<file path="config.mk">
export PLATFORM = sky130hd
export DESIGN_NAME = rate_divider
export DESIGN_NICKNAME = d
export VERILOG_FILES = /design/src/rtl/calc_pkg.sv /design/src/rtl/rate_divider.sv
export SDC_FILE = /design/constraint.sdc
export NUM_CORES = 1
export LEC_CHECK = 0
export CELL_PAD_IN_SITES_DETAIL_PLACEMENT = 1
export CELL_PAD_IN_SITES_GLOBAL_PLACEMENT = 2
export CORE_MARGIN = 2
export CORE_UTILIZATION = 36
export DETAILED_ROUTE_END_ITERATION = 7
export GPL_TIMING_DRIVEN = 0
export PLACE_DENSITY = 0.84
export SETUP_SLACK_MARGIN = 0.5
export SLEW_MARGIN = 20
export SYNTH_ARGS = -nofsm -noshare
export SYNTH_HDL_FRONTEND = slang
export SYNTH_SLANG_ARGS = --single-unit
</file>
<file path="constraint.sdc">
create_clock -name clk -period 6.2 [get_ports clk]
set_input_delay 0.62 -clock clk [delete_from_list [all_inputs] [get_ports clk]]
set_output_delay 0.62 -clock clk [all_outputs]
set_load 0.1 [all_outputs]
</file>
<file path="src/rtl/calc_pkg.sv">
// Shared definitions for the rate divider and the blocks that select its period:
// FSM state encoding, tick counter width and the standard output frequencies.
package calc_pkg;

  typedef enum logic [1:0] {
    IDLE  = 2'd0,
    LOAD  = 2'd1,
    COUNT = 2'd2
  } rd_state_t;

  localparam int unsigned TICK_COUNT_W = 16;

  localparam logic [31:0] FREQ_5M   = 32'd5_000_000;
  localparam logic [31:0] FREQ_2M5  = 32'd2_500_000;
  localparam logic [31:0] FREQ_1M25 = 32'd1_250_000;

  // Reload value for the down-counter; a period of 0 behaves as a period of 1.
  function automatic logic [31:0] reload_value(input logic [31:0] period);
    return (period == 32'd0) ? 32'd0 : period - 32'd1;
  endfunction

endpackage

</file>
<file path="src/rtl/rate_divider.sv">
// Rate divider: emits a one-cycle tick every eff_period clk cycles while enabled.
// Optional tick counter is built only when RATE_DIVIDER_TICK_COUNT_EN is defined.
//
// state | meaning
// IDLE  | stopped, counter zero, waiting for enable
// LOAD  | one cycle to load counter with eff_period-1
// COUNT | counting down; tick on the edge after counter reaches zero
module rate_divider
  import calc_pkg::*;
(
  input  logic        clk,
  input  logic        resetn,
  input  logic        enable,
  input  logic        clear,
  input  logic [31:0] period,
  output logic        tick,
  output logic        running
`ifdef RATE_DIVIDER_TICK_COUNT_EN
  ,
  output logic [TICK_COUNT_W-1:0] tick_count
`endif
);

  rd_state_t   state;
  logic [31:0] counter;

  // Sequencing FSM with inline down-counter; tick and running are registered.
  always_ff @(posedge clk or negedge resetn) begin
    if (!resetn) begin
      state   <= IDLE;
      counter <= 32'd0;
      tick    <= 1'b0;
      running <= 1'b0;
    end else if (clear) begin
      state   <= IDLE;
      counter <= 32'd0;
      tick    <= 1'b0;
      running <= 1'b0;
    end else begin
      case (state)
        IDLE: begin
          tick    <= 1'b0;
          running <= 1'b0;
          if (enable) state <= LOAD;
        end
        LOAD: begin
          counter <= reload_value(period);
          tick    <= 1'b0;
          running <= 1'b1;
          state   <= COUNT;
        end
        COUNT: begin
          if (!enable) begin
            // Stopping wins over a pending wrap: no tick on the way out.
            state   <= IDLE;
            counter <= 32'd0;
            tick    <= 1'b0;
            running <= 1'b0;
          end else if (counter == 32'd0) begin
            // Period is only sampled here, so mid-count changes wait for the wrap.
            tick    <= 1'b1;
            counter <= reload_value(period);
          end else begin
            tick    <= 1'b0;
            counter <= counter - 32'd1;
          end
        end
        default: begin
          state   <= IDLE;
          counter <= 32'd0;
          tick    <= 1'b0;
          running <= 1'b0;
        end
      endcase
    end
  end

`ifdef RATE_DIVIDER_TICK_COUNT_EN
  // Count ticks on the same edge that raises tick; wraps naturally at the top.
  always_ff @(posedge clk or negedge resetn) begin
    if (!resetn) begin
      tick_count <= '0;
    end else if (clear) begin
      tick_count <= '0;
    end else if (state == COUNT && enable && counter == 32'd0) begin
      tick_count <= tick_count + {{(TICK_COUNT_W-1){1'b0}}, 1'b1};
    end
  end
`endif

endmodule

</file>
==> run metrics <==
leakage dissipation 1.493 nW; Synth warnings 0; Met1 Wirelength 4664 microns; global-route wire length before repair 16,620 microns; Worst-path clk slew 0.08 ns; Top Layer Used met4; vias in the first global route 3,110; Slew Limit Fails 0; Synth Flop Type dfrtp_1; Crit path required time 6.37 ns; synth unique cells 56; EDFF count, synth 0; outcome finished clean; GRT Resource Usage Total 0.2382; Final Cycle Share 0.4674; Core Footprint 0.008217 sq mm; Max H-tree Level 2; min Tclk post-route 2.898 ns; Worst Path Arrival 3.07 ns; crit-path max cell delay 0.47 ns; Die Wd 95.86 microns; Worst-Margin Slew 0.9591 ns; Nets 451; die height 95.86 microns; WL met2 4860 microns; top cell family by delay on the critical path buffers and inverters; worst vdd ir 0.0001383 V; CP max FO 10; Buffers & Inverters on Critical Path 3; Fin. Hold Viols 0; HPWL Detailed 7940 microns; CP max stage cell clkdlybuf4s50_1; drt first pass iters 4; Post-CTS Resized 0; cts hold-fix bufs 0; RSZ-0062 raised after global routing false; share of cells above drive strength 1 0.09046; GRT overflow 0; Syn Std Cell Area 0.003038 sq mm; area delta synth->final 20.30%; crit start category input port; Mapped Avg Cell Area 8.369 sq um; largest net degree at the start of global routing 21; Post-CTS Setup Bufs 0; register area share after synthesis 0.2965; cells along the critical path clkdlybuf4s50_1 -> nor3_1 -> and3_1 -> clkbuf_1 -> and4_4 -> o21bai_2 -> buf_2 -> o221ai_1; PwrDens 304.6 mW/mm^2; CTS Buf Count 5; Finish-stage setup viols 0; # IOs 38; CTS tree yes; Routed Antenna Nets 0; critical path class in -> reg; FILL cells 993; clock skew 0.01014 ns; Mapped Cells 363; drt wl/cell 19.71 microns; Root Driver clkbuf_8; FMAX 345.1 MHz; final wirelength 10,130 microns; Max Cap Viol 0; vias 3,073; Post-route DRC 0; initial DRC count 171; Hold WC Path Type in -> async; ys async rst share 1.000; Placer Congestion 0.8678; Core Rows 33; total power 1.113 mW; Initial Util 0.3697; port buffer count 37; CTS Buffer Depth 2; Yosys reg bits 36; Worst-Skew Late Latency 0.30 ns; DR vias/cell 5.979; die area 0.009189 sq mm; met3 wire length 457 microns; clk sink count 36; post-synth net total 406; initial antenna violation count 0; Crit. End Element flip-flop; normalized max-slew margin 0.3586; TNS Setup 0 ns; diodes inserted 0
[worst reg2reg max path: stages, from the launching register on]
cell	delay (ns)
dfrtp_1	0.46
nor4_2	0.44
nand2_1	0.25
nor4_4	0.69
nor2_1	0.22
buf_2	0.27
a22oi_1	0.18
o21ai_0	0.11
[through the flow]
| stage | hold slack [ns] | std cells | area [sq um] | utilization | setup WS, ns |
|---|---|---|---|---|---|
| finish | 0.2530 | 514 | 3655 | 0.4448 | 3.302 |
| detailed placement | 0.5379 | 506 | 3562 | 0.4335 | 2.960 |
| global route | 0.2893 | 514 | 3655 | 0.4448 | 3.105 |
| floorplan | 0.3244 | 363 | 3038 | - | 3.809 |
| global placement | 0.5244 | 505 | 3540 | 0.4308 | 2.959 |
| CTS | 0.2794 | 514 | 3655 | 0.4448 | 3.266 |
[synthesized netlist by cell type (3+ instances only)]
| cell type | instances | area, sq um |
|---|---|---|
| a21oi_1 | 17 | 85.08 |
| a22oi_1 | 9 | 67.56 |
| buf_2 | 5 | 25.02 |
| clkbuf_1 | 10 | 37.54 |
| dfrtp_1 | 36 | 900.9 |
| ha_1 | 7 | 87.58 |
| inv_1 | 8 | 30.03 |
| mux2i_1 | 4 | 40.04 |
| nand2_1 | 21 | 78.83 |
| nand2b_1 | 3 | 18.77 |
| nand3_1 | 10 | 50.05 |
| nand3b_1 | 6 | 45.04 |
| nand4_1 | 7 | 43.79 |
| nor2_1 | 40 | 150.1 |
| nor2b_1 | 3 | 18.77 |
| nor3_1 | 23 | 115.1 |
| nor3b_1 | 3 | 22.52 |
| nor4_1 | 12 | 75.07 |
| nor4_2 | 3 | 37.54 |
| nor4_4 | 3 | 63.81 |
| o211ai_1 | 4 | 30.03 |
| o21ai_0 | 21 | 105.1 |
| o21ai_1 | 3 | 15.01 |
| o221ai_1 | 4 | 35.03 |
| o22ai_1 | 7 | 43.79 |
| o311a_1 | 7 | 70.07 |
| o31ai_1 | 7 | 52.55 |
| or2_2 | 3 | 18.77 |
| or3_1 | 10 | 62.56 |
| xnor2_1 | 17 | 148.9 |
| xor2_1 | 16 | 140.1 |
[cell type report]
type                    instances  area (sq um)  share of cell area
repair buffers                 38         392.9              0.1075
clock buffers                   6         82.58             0.02259
well taps                     105         131.4             0.03595
multi-input cells             302          2029              0.5553
clock inverters                 2         10.01            0.002739
plain buffers                  17         77.57             0.02123
flip-flops and latches         36         900.9              0.2465
inverters                       8         30.03            0.008216
[cell usage in the layout (no fill, tap or decap), types with 6 or more instances in the layout]
master,instances
o311a_1,7
inv_1,8
a22oi_1,9
or3_1,10
clkdlybuf4s50_1,36
nor4_1,12
ha_1,7
o22ai_1,7
dfrtp_1,36
xnor2_1,17
nand3_1,10
buf_2,6
nor2_1,40
clkbuf_1,10
nand4_1,7
xor2_1,16
nand3b_1,6
a21oi_1,17
clkbuf_8,6
nand2_1,21
o21ai_0,21
o31ai_1,7
nor3_1,23
[logic make-up (layout without fill, tap and decap cells)]
logic type / Yosys count / count (layout) / synth area share
AOI/OAI and AO/OA: 91 / 91 / 0.2022
xor gates and xnor gates: 33 / 33 / 0.09514
adders and majority gates: 7 / 7 / 0.02883
buffers and inverters: 25 / 71 / 0.03542
DFF: 36 / 36 / 0.2965
muxes: 6 / 6 / 0.02059
and+or+nand+nor: 165 / 165 / 0.3213
[worst paths after layout]
path | from | endpoint | slack [ns] | cells past startpoint
min in group clk | counter[21] | counter[21] | 0.56 | 2
worst max register to register | counter[12] | counter[3] | 3.45 | 7
worst max-delay path | period[2] | counter[1] | 3.30 | 8
worst min register to register | counter[21] | counter[21] | 0.56 | 2
max in group asynchronous | resetn | counter[30] | 5.48 | 2
worst min-delay path | resetn | counter[3] | 0.25 | 1
[per-layer routing]
metal,GRT usage,vias to the layer above
met1,0.3282,1527
met5,0,-
met2,0.3951,74
met4,0.06071,0
li1,-,1457
met3,0.02976,15
[sequential cells by signal, indices dropped and copies added (netlist names)]
name	cells
state	2
counter	32
running	1
tick	1
[report_power, final]
group / switching (mW) / leakage (nW) / internal (mW)
combinational: 0.409 / 0.944 / 0.226
sequential: 0.0326 / 0.498 / 0.259
clock: 0.0972 / 0.0510 / 0.0889
total: 0.539 / 1.49 / 0.574
No activity file was read; power rests on OpenSTA's default activity.
